$ cat config.mk
export PLATFORM = sky130hd
export DESIGN_NAME = mode_switch_controller
export DESIGN_NICKNAME = d
export VERILOG_FILES = /design/src/rtl/mode_switch_controller.sv
export SDC_FILE = /design/constraint.sdc
export NUM_CORES = 1
export LEC_CHECK = 0
export CAP_MARGIN = 20
export CELL_PAD_IN_SITES_DETAIL_PLACEMENT = 1
export CELL_PAD_IN_SITES_GLOBAL_PLACEMENT = 1
export CORE_ASPECT_RATIO = 1.25
export CORE_UTILIZATION = 42
export DETAILED_ROUTE_END_ITERATION = 10
export GPL_ROUTABILITY_DRIVEN = 0
export PLACE_DENSITY_LB_ADDON = 0.1
export SYNTH_ARGS = -nofsm -noshare
export SYNTH_HDL_FRONTEND = slang
export SYNTH_SLANG_ARGS = --single-unit
$ cat constraint.sdc
create_clock -name clk -period 3.3 [get_ports clk]
set_clock_uncertainty 0.15 [all_clocks]
set_input_delay 0.495 -clock clk [delete_from_list [all_inputs] [get_ports clk]]
set_output_delay 0.495 -clock clk [all_outputs]
set_load 0.05 [all_outputs]
$ cat src/rtl/mode_switch_controller.sv
// -----------------------------------------------------------------------------
// mode_switch_controller
//
// Purpose: accepts a raw mode-selection switch and changes the granted display
// mode cleanly. A new selection must be held for STABLE_CYCLES clocks, then
// both screens are forced black for BLANK_FRAMES frame_begin pulses, then the
// mode is updated with a one-cycle mode_changed pulse. Buttons are passed
// through only while the controller is idle in RUN.
//
// Ports:
//   clk           in   sole clock, rising edge
//   resn          in   asynchronous active-low reset
//   mode_sel[2:0] in   raw switches: 000 home, 001 basic, 010 graph, 100 game,
//                      any other code decodes to home
//   frame_begin   in   single-cycle frame-start pulse from the OLED driver
//   btn_in[4:0]   in   debounced button pulses {C,U,L,R,D}
//   mode[1:0]     out  granted mode: 00 home, 01 basic, 10 graph, 11 game
//   btn_out[4:0]  out  btn_in, registered, only while in RUN; else 0
//   blank         out  high forces both screens black
//   mode_changed  out  single-cycle pulse when mode updates
//   timeout_flag  out  sticky BLANK watchdog flag
//
// Optional feature: define MODE_CTRL_TIMEOUT_EN to add a BLANK watchdog. If
// BLANK lasts TIMEOUT_CYCLES clocks without the required frame_begin pulses,
// the switch is forced and timeout_flag stays set until reset. Without the
// macro BLANK waits indefinitely and timeout_flag is tied to 0.
// -----------------------------------------------------------------------------
module mode_switch_controller #(
    parameter int STABLE_CYCLES  = 50000,
    parameter int BLANK_FRAMES   = 2,
    parameter int TIMEOUT_CYCLES = 1000000
) (
    input  logic       clk,
    input  logic       resn,
    input  logic [2:0] mode_sel,
    input  logic       frame_begin,
    input  logic [4:0] btn_in,
    output logic [1:0] mode,
    output logic [4:0] btn_out,
    output logic       blank,
    output logic       mode_changed,
    output logic       timeout_flag
);

    typedef enum logic [1:0] {
        ST_RUN,
        ST_PENDING,
        ST_BLANK,
        ST_SWITCH
    } state_e;

    // Counters only ever need to reach PARAM-1 before the state moves on.
    localparam int SC_W = (STABLE_CYCLES > 1) ? $clog2(STABLE_CYCLES) : 1;
    localparam int FC_W = (BLANK_FRAMES > 1) ? $clog2(BLANK_FRAMES) : 1;
    localparam logic [SC_W-1:0] SC_LAST = SC_W'(STABLE_CYCLES - 1);
    localparam logic [FC_W-1:0] FC_LAST = FC_W'(BLANK_FRAMES - 1);

    state_e            state_q, state_d;
    logic [1:0]        target_q, target_d;
    logic [SC_W-1:0]   stable_cnt_q, stable_cnt_d;
    logic [FC_W-1:0]   frame_cnt_q, frame_cnt_d;
    logic [1:0]        mode_q, mode_d;
    logic [4:0]        btn_out_q, btn_out_d;
    logic              blank_q, blank_d;
    logic              mode_changed_q, mode_changed_d;
    logic [1:0]        sel_mode;

`ifdef MODE_CTRL_TIMEOUT_EN
    localparam int TC_W = (TIMEOUT_CYCLES > 1) ? $clog2(TIMEOUT_CYCLES) : 1;
    localparam logic [TC_W-1:0] TC_LAST = TC_W'(TIMEOUT_CYCLES - 1);

    logic [TC_W-1:0]   blank_cyc_q, blank_cyc_d;
    logic              timeout_flag_q, timeout_flag_d;
`else
    // Keeps the parameter referenced in builds without the watchdog.
    localparam int unused_timeout_cycles = TIMEOUT_CYCLES;
`endif

    function automatic logic [1:0] decode_mode(input logic [2:0] sel);
        case (sel)
            3'b001:  return 2'b01;
            3'b010:  return 2'b10;
            3'b100:  return 2'b11;
            default: return 2'b00;
        endcase
    endfunction

    assign sel_mode = decode_mode(mode_sel);

    always_comb begin
        // NOTE: every variable gets a default before the case statement so
        // that no path leaves it unassigned; otherwise a latch is inferred.
        state_d        = state_q;
        target_d       = target_q;
        stable_cnt_d   = stable_cnt_q;
        frame_cnt_d    = frame_cnt_q;
        mode_d         = mode_q;
        mode_changed_d = 1'b0;
        // Uses the current state, so a pulse arriving on the RUN->PENDING
        // decision cycle is still passed.
        btn_out_d      = (state_q == ST_RUN) ? btn_in : 5'b0;
`ifdef MODE_CTRL_TIMEOUT_EN
        blank_cyc_d    = blank_cyc_q;
        timeout_flag_d = timeout_flag_q;
`endif

        case (state_q)
            ST_RUN: begin
                if (sel_mode != mode_q) begin
                    target_d     = sel_mode;
                    stable_cnt_d = '0;
                    state_d      = ST_PENDING;
                end
            end

            ST_PENDING: begin
                if (sel_mode == mode_q) begin
                    // Selection went back to the current mode: silent abort.
                    stable_cnt_d = '0;
                    state_d      = ST_RUN;
                end else if (sel_mode != target_q) begin
                    target_d     = sel_mode;
                    stable_cnt_d = '0;
                end else if (stable_cnt_q == SC_LAST) begin
                    // Frame counting starts in BLANK itself, so a frame_begin
                    // on this entry cycle is never counted.
                    frame_cnt_d = '0;
`ifdef MODE_CTRL_TIMEOUT_EN
                    blank_cyc_d = '0;
`endif
                    state_d     = ST_BLANK;
                end else begin
                    stable_cnt_d = stable_cnt_q + 1'b1;
                end
            end

            ST_BLANK: begin
                if (frame_begin) begin
                    if (frame_cnt_q == FC_LAST) begin
                        state_d = ST_SWITCH;
                    end else begin
                        frame_cnt_d = frame_cnt_q + 1'b1;
                    end
                end
`ifdef MODE_CTRL_TIMEOUT_EN
                // A frame completion on the same cycle wins over the watchdog.
                if (state_d != ST_SWITCH) begin
                    if (blank_cyc_q == TC_LAST) begin
                        state_d        = ST_SWITCH;
                        timeout_flag_d = 1'b1;
                    end else begin
                        blank_cyc_d = blank_cyc_q + 1'b1;
                    end
                end
`endif
            end

            ST_SWITCH: begin
                stable_cnt_d = '0;
                frame_cnt_d  = '0;
                state_d      = ST_RUN;
            end

            default: state_d = ST_RUN;
        endcase

        // Outputs are computed from the next state so that, once registered,
        // they line up with the state they describe.
        if (state_d == ST_SWITCH) begin
            mode_d         = target_q;
            mode_changed_d = 1'b1;
        end
        blank_d = (state_d == ST_BLANK) || (state_d == ST_SWITCH);
    end

    always_ff @(posedge clk or negedge resn) begin
        if (!resn) begin
            state_q        <= ST_RUN;
            target_q       <= 2'b00;
            stable_cnt_q   <= '0;
            frame_cnt_q    <= '0;
            mode_q         <= 2'b00;
            btn_out_q      <= 5'b0;
            blank_q        <= 1'b0;
            mode_changed_q <= 1'b0;
        end else begin
            // NOTE: non-blocking assignments make every flop sample the
            // pre-edge values, independent of statement order.
            state_q        <= state_d;
            target_q       <= target_d;
            stable_cnt_q   <= stable_cnt_d;
            frame_cnt_q    <= frame_cnt_d;
            mode_q         <= mode_d;
            btn_out_q      <= btn_out_d;
            blank_q        <= blank_d;
            mode_changed_q <= mode_changed_d;
        end
    end

`ifdef MODE_CTRL_TIMEOUT_EN
    always_ff @(posedge clk or negedge resn) begin
        if (!resn) begin
            blank_cyc_q    <= '0;
            timeout_flag_q <= 1'b0;
        end else begin
            blank_cyc_q    <= blank_cyc_d;
            timeout_flag_q <= timeout_flag_d;
        end
    end

    assign timeout_flag = timeout_flag_q;
`else
    assign timeout_flag = 1'b0;
`endif

    assign mode         = mode_q;
    assign btn_out      = btn_out_q;
    assign blank        = blank_q;
    assign mode_changed = mode_changed_q;

endmodule

==> results.ini, run 1 <==
[outcome]
status=complete, no violations

[timing]
rsz0062_at_grt=false
setup_ws_ps=475
period_minus_slack_ps=2820
final.setup.tns_ps=0
timing.final.crit_share=0.856
holdWs_ps=417
slew_headroom=0.508
fmax_mhz=354
final_hold_viol_count=0
setup_violations=0
slew_viol_final=0
tightest_slew_ps=731

[synth]
syn_nets=194
yosysUniqueCellTypes=52
synth_seq_cells=29
synthMuxAreaShare=0.0315
synth_xor_area_frac=0.0100
synth_compound_area_frac=0.180
synth_adder_area_share=0.0136
synth_flop_cell=dfrtp_1
yosys.area_share.simple=0.305
synth_top_family_by_area=simple AND/OR/NAND/NOR gates
syn_inst=182
netlist_area_um2=1750
synth_edf_count=0
synth.avg_cell_area_um2=9.60
yosysSeqAreaShare=0.415
yosysWarnings=0
async_reset_ff_frac=1.00

[floorplan]
core_um2=3880
start_util=0.451
die_area_um2=4430
die_x_um=59.7
die_h_um=74.1
row_count=25
ioPinCount=21

[clock_tree]
cts_max_path_buffers=2
clock_latency_ps=290
path_clk_slew_ps=80
cts_tree=yes
post_cts_buffers=0
cts_resized=0
numCtsBuffers=5
cts-root-buf=clkbuf_8
htree_levels=2
cts_hold_buf=0
cts.sinks=29

[final_layout]
drive_gt1_frac=0.132
fin_nets=216
n_antenna_cell=0
syn2layout_area_growth_pct=22.6

[routing]
dr.pass1.iters=4
avgRoutedWirePerCell_um=18.4
drt_drc_violations_left=0
routed_wl_um=4750
drtIter0Drc=108
vias=1615
viasPerCell=6.26
ant_nets=0

[setup_path]
worstSetupEndpointType=flop
path_cells=clkdlybuf4s50_1, or4_1, a31oi_1, o31ai_2, buf_4, buf_12, o31ai_1, a22o_1
worst_path_max_delay_cell=or4_1
crit_family=buffers and inverters
cp-start-kind=primary input
path_buf_inv=3
criticalPathCategory=in -> reg
worstPathRequired_ps=3390
crit_arrival_ps=2910
cpPeakStageDelay_ps=580
cp_max_fo=14

[global_route]
grt_first_pass_wirelength_um=8240
grt_pass1_vias=1717
antenna_found_initial=0
grt_max_degree=32
grt_overflow=0
track_usage=0.249

[power_and_ir_drop]
vdd_drop_max_mv=0.349
power_leakage_nw=0.797
cellPowerDensity_nw_per_um2=576

[run]
drv_cap=0

[placement]
place_hpwl_um=3360
dp_slack_ps=-90.5
io_buffer_count=19

[hold_path]
holdCritPathClass=reg -> reg

## worst register-to-register path: stages (launching register included)
cell and delay (ps):
dfrtp_1 450, or4b_4 580, o41ai_1 560, buf_4 230, nor3_1 70, o311ai_0 360, o21a_1 180
## metrics by stage
step	instances	cell area [um2]	power (mW)	util
2_1_floorplan	182	1750	0.707	-
3_3_place_gp	250	2030	0.849	0.524
3_5_place_dp	250	2030	0.867	0.524
4_1_cts	257	2140	1.24	0.551
5_1_grt	258	2140	1.29	0.553
6_report	258	2140	1.23	0.553
## power by group
part           internal [mW]  switching [mW]  leakage (nW)  total (mW)
clock                  0.219           0.147        0.0540       0.366
sequential             0.397          0.0530         0.388       0.450
combinational          0.164           0.254         0.354       0.419
total                  0.781           0.454         0.797        1.23
## synthesized netlist by cell type, types with 2 or more instances
| cell type | count | area, um2 |
|---|---|---|
| nor3b_1 | 4 | 30.0 |
| buf_2 | 5 | 25.0 |
| clkbuf_1 | 7 | 26.3 |
| a31oi_1 | 2 | 12.5 |
| nand4_1 | 5 | 31.3 |
| a211oi_1 | 2 | 15.0 |
| o22a_1 | 3 | 26.3 |
| xnor2_1 | 2 | 17.5 |
| o311ai_0 | 7 | 61.3 |
| nand3_1 | 7 | 35.0 |
| or4bb_1 | 2 | 22.5 |
| mux2_2 | 4 | 45.0 |
| and3_1 | 2 | 12.5 |
| a21o_1 | 2 | 15.0 |
| o21ai_0 | 2 | 10.0 |
| nor4_1 | 9 | 56.3 |
| a311oi_1 | 2 | 17.5 |
| o21a_1 | 6 | 45.0 |
| and2_1 | 6 | 37.5 |
| or4_1 | 6 | 45.0 |
| dfrtp_1 | 29 | 726 |
| nand2_1 | 13 | 48.8 |
| o41ai_1 | 3 | 26.3 |
| nor2_1 | 7 | 26.3 |
| inv_1 | 4 | 15.0 |
| or3_1 | 4 | 25.0 |
| nand4b_1 | 2 | 17.5 |
| nor3_1 | 11 | 55.1 |
## per-layer routing
| layer | vias to the layer above | track usage | share of wire |
|---|---|---|---|
| met5 | - | 0 | 0 |
| met4 | 0 | 0.116 | 0.029 |
| met3 | 14 | 0.0400 | 0.028 |
| met2 | 39 | 0.438 | 0.52 |
| met1 | 807 | 0.293 | 0.42 |
| li1 | 755 | - | - |
## cells by family (layout without fill, tap and decap cells)
group,after synthesis,in the layout
mux,5,5
xor+xnor,2,2
buf+inv,17,39
simple gates,87,87
compound gates,39,39
fa+ha+maj,2,2
other cells,1,1
flops,29,29
## registers in the layout (all words and copies together), names as in the netlist
| name | flops |
|---|---|
| stable_cnt_q | 16 |
| blank | 1 |
| mode | 2 |
| btn_out | 5 |
| state_q | 1 |
| frame_cnt_q | 1 |
| mode_changed | 1 |
| target_q | 2 |
## layout make-up
| type | count | area, um2 |
|---|---|---|
| clock buffer | 5 | 68.8 |
| tap | 54 | 67.6 |
| clock inverter | 2 | 35.0 |
| timing repair buffer | 28 | 283 |
| inverter | 4 | 15.0 |
| fill | 451 | 1740 |
| sequential | 29 | 726 |
| multi-input combinational | 136 | 948 |
## cells in the final DEF, fill, tap and decap left out, types with 2 or more instances in the layout
cell / Yosys / layout
dfrtp_1: 29 / 29
clkdlybuf4s50_1: 0 / 19
nand2_1: 13 / 13
nor3_1: 11 / 11
nor4_1: 9 / 9
nand3_1: 7 / 7
nor2_1: 7 / 7
o311ai_0: 7 / 7
buf_4: 1 / 7
or4_1: 6 / 6
and2_1: 6 / 6
o21a_1: 6 / 6
nand4_1: 5 / 5
clkbuf_8: 0 / 5
inv_1: 4 / 4
nor3b_1: 4 / 4
or3_1: 4 / 4
mux2_2: 4 / 4
o41ai_1: 3 / 3
o22a_1: 3 / 3
or4bb_1: 2 / 2
nand4b_1: 2 / 2
a31oi_1: 2 / 2
and3_1: 2 / 2
a311oi_1: 2 / 2
o21ai_0: 2 / 2
a211oi_1: 2 / 2
a21o_1: 2 / 2
xnor2_1: 2 / 2
buf_12: 0 / 2
## worst paths after layout
| kind | end | slack, ps | cells past startpoint | startpoint |
|---|---|---|---|---|
| hold reg to reg | stable_cnt_q[7] | 420 | 1 | stable_cnt_q[7] |
| setup reg to reg | stable_cnt_q[12] | 650 | 6 | stable_cnt_q[4] |
| setup / recovery | stable_cnt_q[0] | 480 | 8 | mode_sel[0] |
| hold / removal | stable_cnt_q[7] | 420 | 1 | stable_cnt_q[7] |
| min in group asynchronous | stable_cnt_q[5] | 440 | 2 | resn |
| max in group asynchronous | target_q[0] | 2260 | 2 | resn |
(Power assumes the default switching activity.)
==> run 2: changes to the inputs <==
--- a/config.mk
+++ b/config.mk
@@ -13,6 +13,7 @@
 export DETAILED_ROUTE_END_ITERATION = 10
 export GPL_ROUTABILITY_DRIVEN = 0
 export PLACE_DENSITY_LB_ADDON = 0.1
+export RECOVER_POWER = 100
 export SYNTH_ARGS = -nofsm -noshare
 export SYNTH_HDL_FRONTEND = slang
 export SYNTH_SLANG_ARGS = --single-unit
==> run 2 against run 1 <==
Against the previous run:
- the flow now finishes with violations (max-capacitance violations, max-slew violations)
- cell count is the same
- highest routed layer unchanged
- critical endpoint unchanged
- core utilization shrank 0.23 points
- sequential power is essentially flat
==> results.ini, run 2 (synthesized netlist as in run 1, its figures left out) <==
[global_route]
antenna_found_initial=0  ; unchanged
grt_first_pass_wirelength_um=8240  ; unchanged
grt_max_degree=32  ; unchanged
track_usage=0.249  ; unchanged
grt_pass1_vias=1717  ; unchanged
grt_overflow=0  ; unchanged

[floorplan]
die_area_um2=4430  ; unchanged
ioPinCount=21  ; unchanged
start_util=0.451  ; unchanged
die_x_um=59.7  ; unchanged
die_h_um=74.1  ; unchanged
row_count=25  ; unchanged
core_um2=3880  ; unchanged

[final_layout]
top_register=stable_cnt_q  ; unchanged
layout_commonest_cell=dfrtp_1  ; unchanged
n_antenna_cell=0  ; unchanged
final_cell_mix=29 x dfrtp_1, 13 x nand2_1, 12 x dlygate4sd3_1  ; was 29 x dfrtp_1, 19 x clkdlybuf4s50_1, 13 x nand2_1
fin_nets=216  ; unchanged
final_util=0.550  ; was 0.553
fill_cells=453  ; was 451
syn2layout_area_growth_pct=22.1  ; was 22.6%
design_area_um2=2130  ; was 2140 um2
largest_reg_flops=16  ; unchanged
drive_gt1_frac=0.123  ; was 0.132

[placement]
io_buffer_count=19  ; unchanged
place_area_um2=2030  ; unchanged
place_hpwl_um=3360  ; unchanged

[power_and_ir_drop]
power_leakage_nw=0.814  ; was 0.797 nW
p_sw_mw=0.450  ; was 0.454 mW
vdd_drop_max_mv=0.347  ; was 0.349 mV
pwr-share-seq=0.368  ; was 0.364
power_mw=1.22  ; was 1.23 mW
p_sw_frac=0.369  ; was 0.368
comb_power_share=0.332  ; was 0.339
cellPowerDensity_nw_per_um2=571  ; was 576 nW/um2
power.share.clock=0.300  ; was 0.297
internal_power_mw=0.769  ; was 0.781 mW

[setup_path]
criticalPathCategory=in -> reg  ; unchanged
reg2reg_depth=6  ; unchanged
cp-start-kind=primary input  ; unchanged
cp_max_fo=14  ; unchanged
worstPathRequired_ps=3390  ; about the same
worstSetupEndpointType=flop  ; unchanged
crit_arrival_ps=2990  ; was 2910 ps

[routing]
top_layer=met4  ; unchanged
ant_nets=0  ; unchanged
drtIter0Drc=99  ; was 108
avgRoutedWirePerCell_um=18.3  ; was 18.4 um
met3_length_um=118  ; was 134 um
drt_drc_violations_left=0  ; unchanged
wl_met1_um=2030  ; was 2010 um
viasPerCell=6.22  ; was 6.26
routed_wl_um=4730  ; was 4750 um
dr.pass1.iters=4  ; unchanged
met2_length_um=2440  ; was 2460 um
vias=1606  ; was 1615

[hold_path]
holdCritPathClass=reg -> reg  ; unchanged
min_delay_path_depth=1  ; unchanged

[timing]
fmax_mhz=344  ; was 354 MHz
slew_headroom=-0.0766  ; was 0.508
tightest_slew_ps=1610  ; was 731 ps
timing.final.crit_share=0.881  ; was 0.856
final.setup.tns_ps=0  ; unchanged
rsz0062_at_grt=false  ; unchanged
final_hold_viol_count=0  ; unchanged
slew_viol_final=30  ; was 0
setup_violations=0  ; unchanged
period_minus_slack_ps=2910  ; was 2820 ps

[clock_tree]
cts_tree=yes  ; unchanged
cts-root-buf=clkbuf_8  ; unchanged
post_cts_buffers=0  ; unchanged
cts_max_path_buffers=2  ; unchanged
clock_latency_ps=290  ; about the same
cts.sinks=29  ; unchanged
numCtsBuffers=5  ; unchanged
path_clk_slew_ps=80  ; about the same
htree_levels=2  ; unchanged
cts_hold_buf=0  ; unchanged
cts_resized=0  ; unchanged

[outcome]
violations=max-capacitance violations, max-slew violations
status=finished with violations  ; was complete, no violations

[run]
drv_cap=1  ; was 0

[run 2: cell count changes in the layout (fill, tap and decap cells not counted), moves of 5 or more]
cell,delta
clkdlybuf4s50_1,-12
and2_1,-5
dlygate4sd3_1,+12
and2_0,+5
[run 2: power by group through the flow]
stage	Sequential, mW	Combinational, mW	Clock, mW
after floorplan	0.507	0.200	0
after global placement	0.453	0.396	0
after detailed placement	0.455	0.412	0
after CTS	0.451	0.414	0.371
after global routing	0.455	0.436	0.383
final	0.448	0.405	0.366
[run 2: critical path, stage by stage]
cell	delay (ps)
dlygate4sd3_1	650
or4_1	570
a31oi_1	240
o31ai_1	160
buf_4	230
buf_12	150
o31ai_1	300
a22o_1	200
[run 2: final timing paths]
kind                                   from                to  slack, ps
setup / recovery                mode_sel[0]   stable_cnt_q[0]        390
hold / removal             stable_cnt_q[14]  stable_cnt_q[14]        420
setup reg to reg            stable_cnt_q[4]  stable_cnt_q[12]        650
hold reg to reg            stable_cnt_q[14]  stable_cnt_q[14]        420
max in group asynchronous              resn       target_q[0]       1060
min in group asynchronous              resn   stable_cnt_q[5]        990
[run 2: cell type report]
cell class                 count  area (um2)  area share
multi-input combinational    136         943       0.442
sequential                    29         726       0.340
timing repair buffer          28         279       0.131
clock buffer                   5        68.8      0.0322
tap                           54        67.6      0.0317
clock inverter                 2        35.0      0.0164
inverter                       4        15.0     0.00703
[run 2: through the flow]
stage,hold WS (ps),std cells,setup WS (ps)
after floorplan,49.4,182,758
after global placement,370,250,22.7
after detailed placement,400,250,-90.5
after CTS,415,257,218
after global routing,447,258,199
final,416,258,393
[run 2: routing by layer]
| metal | global-route usage | up-vias |
|---|---|---|
| li1 | - | 754 |
| met5 | 0 | - |
| met4 | 0.116 | 0 |
| met3 | 0.0400 | 14 |
| met2 | 0.438 | 35 |
| met1 | 0.293 | 803 |
